**config.mk**
```make
export PLATFORM = sky130hd
export DESIGN_NAME = alu_op_sequencer
export DESIGN_NICKNAME = d
export VERILOG_FILES = /design/src/rtl/alu_seq_pkg.sv /design/src/rtl/alu_seq_wait_ctr.sv /design/src/rtl/alu_op_sequencer.sv
export SDC_FILE = /design/constraint.sdc
export NUM_CORES = 1
export LEC_CHECK = 0
export BUFFER_PORTS_ARGS = -buffer_cell sky130_fd_sc_hd__buf_2
export CAP_MARGIN = 25
export CORE_ASPECT_RATIO = 0.7
export CORE_MARGIN = 2
export CORE_UTILIZATION = 48
export DETAILED_ROUTE_END_ITERATION = 6
export GPL_ROUTABILITY_DRIVEN = 0
export HOLD_SLACK_MARGIN = 0.15
export PLACE_DENSITY = 0.76
export SLEW_MARGIN = 20
export SYNTH_ARGS = -nofsm -noshare
export SYNTH_HDL_FRONTEND = slang
export SYNTH_SLANG_ARGS = --single-unit
export TNS_END_PERCENT = 50
```
**constraint.sdc**
```tcl
create_clock -name clk -period 1.85 [get_ports clk]
set_clock_uncertainty 0.2 [all_clocks]
set_input_delay 0.0925 -clock clk [delete_from_list [all_inputs] [get_ports clk]]
set_output_delay 0.0925 -clock clk [all_outputs]
set_load 0.01 [all_outputs]
```
**src/rtl/alu_seq_pkg.sv**
```systemverilog
// Shared types and constants for the ALU operation sequencer.
// Holds the sequencer state encoding and the register-enable patterns.
package alu_seq_pkg;

  typedef enum logic [1:0] {
    IDLE = 2'd0,
    LOAD = 2'd1,
    WAIT = 2'd2,
    HOLD = 2'd3
  } alu_seq_state_t;

  localparam logic [2:0] REG_EN_ALL  = 3'b111;
  localparam logic [2:0] REG_EN_NONE = 3'b000;

endpackage

```
**src/rtl/alu_seq_wait_ctr.sv**
```systemverilog
// Loadable down-counter that times the ALU latency window.
// The zero flag marks the cycle in which the ALU result is valid.
module alu_seq_wait_ctr #(
  parameter int WIDTH = 1
) (
  input  logic             clk,
  input  logic             rst,
  input  logic             load,
  input  logic [WIDTH-1:0] load_val,
  input  logic             dec,
  output logic             zero
);

  logic [WIDTH-1:0] count;

  always_ff @(posedge clk or posedge rst) begin
    if (rst) begin
      count <= '0;
    end else if (load) begin
      count <= load_val;
    end else if (dec) begin
      count <= count - WIDTH'(1);
    end
  end

  assign zero = (count == '0);

endmodule

```
**src/rtl/alu_op_sequencer.sv**
```systemverilog
// Control front end for the ALU: one operation in flight, operands held
// stable from acceptance until the response is consumed.
module alu_op_sequencer
  import alu_seq_pkg::*;
#(
  parameter int BUS_WIDTH = 8,
  parameter int ALU_LAT   = 1,
  parameter int CNT_WIDTH = 16
) (
  input  logic                 clk,
  input  logic                 rst,
  input  logic                 in_valid,
  output logic                 in_ready,
  input  logic [BUS_WIDTH-1:0] in_a,
  input  logic [BUS_WIDTH-1:0] in_b,
  input  logic [BUS_WIDTH-1:0] in_imm,
  input  logic                 in_add,
  output logic [BUS_WIDTH-1:0] alu_data_a,
  output logic [BUS_WIDTH-1:0] alu_data_b,
  output logic [BUS_WIDTH-1:0] alu_imm,
  output logic                 alu_f_add,
  output logic [2:0]           alu_reg_en,
  input  logic [BUS_WIDTH-1:0] alu_result,
  output logic                 out_valid,
  input  logic                 out_ready,
  output logic [BUS_WIDTH-1:0] out_data,
  output logic [CNT_WIDTH-1:0] op_count
);

  localparam int CTR_W = $clog2(ALU_LAT + 1);
  localparam logic [CTR_W-1:0] WAIT_INIT = CTR_W'(ALU_LAT - 1);

  alu_seq_state_t state;
  logic [BUS_WIDTH-1:0] a_q, b_q, imm_q;
  logic add_q;
  logic ctr_load, ctr_dec, ctr_zero;

  assign in_ready   = (state == IDLE);
  assign alu_data_a = a_q;
  assign alu_data_b = b_q;
  assign alu_imm    = imm_q;
  assign alu_f_add  = add_q;

  // The counter is loaded as LOAD ends so WAIT starts at ALU_LAT-1.
  assign ctr_load = (state == LOAD);
  assign ctr_dec  = (state == WAIT) && !ctr_zero;

  alu_seq_wait_ctr #(
    .WIDTH(CTR_W)
  ) u_wait_ctr (
    .clk     (clk),
    .rst     (rst),
    .load    (ctr_load),
    .load_val(WAIT_INIT),
    .dec     (ctr_dec),
    .zero    (ctr_zero)
  );

  always_ff @(posedge clk or posedge rst) begin
    if (rst) begin
      state      <= IDLE;
      a_q        <= '0;
      b_q        <= '0;
      imm_q      <= '0;
      add_q      <= 1'b0;
      alu_reg_en <= REG_EN_NONE;
      out_valid  <= 1'b0;
      out_data   <= '0;
      op_count   <= '0;
    end else begin
      case (state)
        IDLE: begin
          if (in_valid) begin
            a_q        <= in_a;
            b_q        <= in_b;
            imm_q      <= in_imm;
            add_q      <= in_add;
            alu_reg_en <= REG_EN_ALL;
            state      <= LOAD;
          end
        end
        LOAD: begin
          alu_reg_en <= REG_EN_NONE;
          state      <= WAIT;
        end
        WAIT: begin
          if (ctr_zero) begin
            out_data  <= alu_result;
            out_valid <= 1'b1;
            state     <= HOLD;
          end
        end
        HOLD: begin
          // Completion returns to IDLE only; a waiting request is taken next edge.
          if (out_ready) begin
            out_valid <= 1'b0;
            op_count  <= op_count + CNT_WIDTH'(1);
            state     <= IDLE;
          end
        end
        default: begin
          alu_reg_en <= REG_EN_NONE;
          out_valid  <= 1'b0;
          state      <= IDLE;
        end
      endcase
    end
  end

endmodule

```
Yosys cells after proc, flatten, opt, wreduce, memory -nomap -nowiden
Index checks and enable logic that the tools add are counted.

Register bits after elaboration: 56. Output and inout bits: 54. Bits of input ports: 37. Word-level logic and storage cells: 41.

Reductions and logical operators: 11. Add/sub/neg operators: 2. Equal/unequal tests: 6. Bitwise logic cells: 1. Multiplexer cells: 11.

Operator list (count): $add A16 B1 Y16 const B (1); $pmux W2 S4 (1); $reduce_and A2 Y1 (4); $mux W2 (3); $ne A2 B2 Y1 const B (3); $pmux W3 S2 (1); $reduce_and A3 Y1 (2); $reduce_bool A2 Y1 (3); $eq A2 B2 Y1 const B (2); $mux W1 (4); $mux W3 (1); $eq A2 B1 Y1 const B (1); $logic_not A2 Y1 (1); $pmux W1 S2 (1); $logic_and A1 B1 Y1 (1); $not A1 Y1 (1); $sub A1 B1 Y1 const B (1).

Longest topological paths before layout
Depth in word-level cells: 4. Gate-level depth with buffers: 6. Gate-level depth less buffers: 6.

Cells and area by module
From an unflattened synthesis, not the netlist that was laid out.

Cells, all modules: 165. Area, all modules: 2272.2 um2.

Modules (own cells, without submodules): alu_op_sequencer (seq. area each 1326.3 um2, area an instance 2222.1 um2, cells an instance 159, times used 1); alu_seq_wait_ctr (seq. area each 25.0 um2, area an instance 50.0 um2, cells an instance 6, times used 1).

Least setup slack after synthesis
No wires, ideal clock.

Path type: flip-flop to flip-flop. Start point: register state[0]. End point: register state[1]. Setup slack: 87 ps. Setup time: 125 ps. Data arrival time: 1438 ps. Stages on the path, launching flop included: 7. Buffers on the path: 0. Period minus slack after synthesis: 1763 ps. Required time: 1525 ps. Path through: dfrtp_1 -> inv_1 -> ha_1 -> nor2b_1 -> a21oi_1 -> o21ai_1 -> mux2_2.

Longest elaborated chain between the ends: 3. Elaborated cells on any way between the ends: 9.

Ends and longest elaborated chain: start, declared (RTL line alu_op_sequencer.sv:33) `alu_seq_state_t state;`; start signal, assigned (RTL line alu_op_sequencer.sv:61) `state <= IDLE;`; start signal, assigned (RTL line alu_op_sequencer.sv:79) `state <= LOAD;`; start signal, assigned (RTL line alu_op_sequencer.sv:84) `state <= WAIT;`; $logic_not A2 Y1 (*); named net in_ready (RTL line alu_op_sequencer.sv:13) `output logic in_ready,`; $ne A2 B2 Y1 (no source line); $reduce_and A3 Y1 (no source line).

Mark *: on every way through the listed nets, which the timed path passes. The rest lies on a longest branch. A chain may end at the register's enable or synchronous reset.

Worst setup path in the final report
Start point: register state[0]. End point: register out_data[3].

Longest elaborated chain between the ends: 2.

Ends and longest elaborated chain: $eq A2 B2 Y1 (RTL line alu_op_sequencer.sv:71) `case (state)`; $reduce_and A2 Y1 (no source line); end signal, assigned (RTL line alu_op_sequencer.sv:88) `out_data <= alu_result;`; end, declared (RTL line alu_op_sequencer.sv:26) `output logic [BUS_WIDTH-1:0] out_data,`.

Every way passes these cells.

==> metrics.md <==
| Metric | Value |
|---|---|
| CTS Root Cell | `clkbuf_8` |
| Largest family of logic cells by synthesized area | `multiplexers` |
| Worst vdd ir | `667 µV` |
| DR pass1 iterations | `7` |
| DRC Markers | `9` |
| Bufs and invs on worst path | `2` |
| Final Hold Fails | `0` |
| Wirelength per Cell | `14.2 µm` |
| Die width | `85.7 µm` |
| Int Power | `2.97 mW` |
| CP endpoint kind | `register` |
| Post-Synthesis Cells | `157` |
| Family with the most delay on the worst path | `flip-flops` |
| Post-DRT Antenna Nets | `0` |
| Yosys cell types | `28` |
| Die H | `61.2 µm` |
| Clk slew on worst S/H paths | `90 ps` |
| Status | `finished, violations left` |
| Drt total wl | `4880 µm` |
| Tcrit/Tclk final | `94.1%` |
| CTS buffer count | `5` |
| Mapped Nets | `200` |
| All-Layer GR Usage | `19.3%` |
| Hold_ws | `172 ps` |
| XOR/XNOR share of the synthesized area | `5.85%` |
| IO Count | `91` |
| Final min period | `1740 ps` |
| Layout Cells excl Fill | `344` |
| Yosys warning count | `0` |
| Vias in the first global route | `1,664` |
| Num Clock Sinks | `54` |
| Pin count of the biggest net entering global routing | `55` |
| Slowest stage delay, CP | `410 ps` |
| Fin Setup TNS | `0 ps` |
| Pwr Density | `1370 nW/µm²` |
| Worst reg2reg path depth | `5` |
| Final Instance Area | `3260 µm²` |
| P&R area growth vs syn | `45.0%` |
| Post-DP HPWL | `3080 µm` |
| Critical path launch point type | `register` |
| Critical Path RT | `1840 ps` |
| I/O Buffers | `90` |
| Final setup fails | `0` |
| Synth Area in Simple Gates | `8.75%` |
| Seq/Total Area, Yosys | `60.2%` |
| Mux contribution to synthesized area | `18.0%` |
| WP depth | `5` |
| CP max FO | `8` |
| Register bit total from synthesis | `54` |
| Worst skew pair latency | `300 ps` |
| Critical-path top delay cell | `dfrtp_1` |
| Starting density of the core | `50.7%` |
| RSZ-0062 raised after global routing | `no` |
| Synth Area in Adders | `3.34%` |
| Placed insts | `300` |
| First-pass GRT wire length | `7810 µm` |
| Max-cap violations | `0` |
| Core Area | `4430 µm²` |
| Netlist Area Pre-Place | `2240 µm²` |
| GR Overflow Total | `0` |
| Normalized max-slew margin | `81.2%` |
| Fillers | `304` |
| Crit Path Class | `reg -> reg` |
| Hold Path Class | `in -> async` |
| Net switching power | `1.49 mW` |
| Pleak | `1.61 nW` |
| Area after DPL | `2780 µm²` |
| H-Tree Depth | `2` |
| Max-slew violation count | `0` |
| Vias after detailed routing | `1,644` |
| Core Rows | `20` |
| Nets | `331` |
| Highest Clock Rate | `0.575 GHz` |
| Worst-margin pin slew | `282 ps` |
| Crit path cell chain | `inv_2, ha_1, nor2b_1, buf_4, mux2_2` |
| Initial antenna violation count | `0` |
| CTS tree | `yes` |
| Clk pwr share | `16.0%` |
| Max Buffers Root-to-Sink | `2` |
| DRT iter0 DRCs | `67` |
| Die area | `5250 µm²` |
| Compound-Gate Fraction of Synth Area | `1.67%` |
| Switching Fraction | `33.4%` |
| Layout cell share with drive strength beyond 1 | `51.2%` |
| Diodes inserted | `0` |
| Worst Path Arrival | `1730 ps` |
| Synth Area per Inst | `14.3 µm²` |
| DR vias/cell | `4.78` |
| Sequential Power Share | `43.3%` |
| Comb pwr share | `40.7%` |
| Failing checks | `design-rule violations` |
layout make-up:
class                      count  area [µm²]  share of cell area (%)
clock buffer                   7        96.3                    2.96
clock inverter                 1        8.76                   0.269
inverter                       5        18.8                   0.576
multi-input combinational     93         853                    26.2
sequential                    54        1350                    41.5
tap                           55        68.8                    2.11
timing repair buffer         129         858                    26.4
logic make-up (layout without fill, tap and decap cells):
| kind of cell | after synthesis | after routing |
|---|---|---|
| DFF | 54 | 54 |
| muxes | 36 | 36 |
| and+or+nand+nor | 30 | 30 |
| xor gates and xnor gates | 15 | 15 |
| buffers and inverters | 10 | 142 |
| adders and majority gates | 6 | 6 |
| AOI/OAI and AO/OA | 6 | 6 |
per-layer routing:
layer | wire [µm] | vias up | share of wire (%) | GRT usage [%]
met3 | 337 | 2 | 6.9 | 5.36
met5 | 0 | - | 0 | 0
li1 | - | 792 | - | -
met4 | 16 | 0 | 0.33 | 4.54
met1 | 2190 | 794 | 45 | 25.5
met2 | 2330 | 56 | 48 | 32.7
per-stage QoR:
stage	power [mW]	util [%]	worst slack, ps
after global routing	4.77	73.5	24.5
after CTS	4.48	73.3	2.04
after global placement	3.65	62.8	83.1
after detailed placement	3.71	62.8	20.8
after floorplan	3.02	-	87.4
final	4.46	73.5	110
cells in the mapped netlist:
library cell / count / share of area, %
dfrtp_1: 54 / 60
mux2_2: 35 / 18
xnor2_1: 11 / 4.3
nand2_1: 7 / 1.2
ha_1: 6 / 3.3
inv_1: 5 / 0.84
nand3_1: 5 / 1.1
nor2_1: 4 / 0.67
xor2_1: 4 / 1.6
buf_2: 3 / 0.67
a21oi_1: 2 / 0.45
buf_4: 2 / 0.67
nand4_1: 2 / 0.56
nor2_4: 2 / 1.0
nor2b_1: 2 / 0.56
a22o_1: 1 / 0.39
and2_1: 1 / 0.28
and3_4: 1 / 0.50
and4_1: 1 / 0.39
and4_4: 1 / 0.50
mux2i_1: 1 / 0.45
nand2_2: 1 / 0.28
nand3_2: 1 / 0.45
nand4_4: 1 / 0.95
nor3b_1: 1 / 0.33
o21ai_0: 1 / 0.22
o21ai_1: 1 / 0.22
o2bb2ai_1: 1 / 0.39
what timing repair did:
action                                 CTS  global route
hold buffers                            36             0
setup buffers                            0             0
endpoints found under the hold margin   99             0
setup endpoints to repair                0             9
resized for setup                        0             4
cell usage in the layout, fill, tap and decap left out, drive strengths merged:
| cell type | count |
|---|---|
| o2bb2ai | 1 |
| mux2i | 1 |
| o21ai | 2 |
| clkbuf | 7 |
| buf | 93 |
| inv | 5 |
| clkinv | 1 |
| dfrtp | 54 |
| a21oi | 2 |
| nand2 | 8 |
| nand3 | 6 |
| nor3b | 1 |
| dlygate4sd3 | 36 |
| mux2 | 35 |
| and3 | 1 |
| nor2 | 6 |
| xor2 | 4 |
| a22o | 1 |
| and4 | 2 |
| nor2b | 2 |
| ha | 6 |
| nand4 | 3 |
| xnor2 | 11 |
| and2 | 1 |
flip-flops by register name, indices dropped and copies added, names as in the netlist:
register and cells:
alu_reg_en 1, out_data 8, out_valid 1, alu_f_add 1, alu_data_b 8, alu_imm 8
state 2, u_wait_ctr.count 1, op_count 16, alu_data_a 8
power by group through the flow:
stage	clock (mW)	sequential (mW)	combinational, mW
finish	0.714	1.93	1.82
global route	0.798	1.99	1.98
CTS	0.737	1.93	1.82
detailed placement	0	1.96	1.75
global placement	0	1.93	1.72
floorplan	0	2.15	0.870
worst register-to-register path, delay by kind of cell, from the launching register on:
kind,cells,cell delay [ps]
adders and majority gates,1,240
and+or+nand+nor,1,160
buffers and inverters,2,280
DFF,1,410
muxes,1,340
worst paths after layout:
kind	startpoint	to	slack, ps
setup / recovery	state[0]$_DFFE_PP0P_	out_data[3]$_DFFE_PP0P_	110
hold / removal	rst	alu_reg_en[1]$_DFFE_PP0P_	170
setup reg to reg	state[0]$_DFFE_PP0P_	out_data[3]$_DFFE_PP0P_	110
hold reg to reg	op_count[15]$_DFFE_PP0P_	op_count[15]$_DFFE_PP0P_	290
max in group asynchronous	rst	op_count[6]$_DFFE_PP0P_	1050
min in group clk	op_count[15]$_DFFE_PP0P_	op_count[15]$_DFFE_PP0P_	290
No activity file was read; power rests on OpenSTA's default activity.
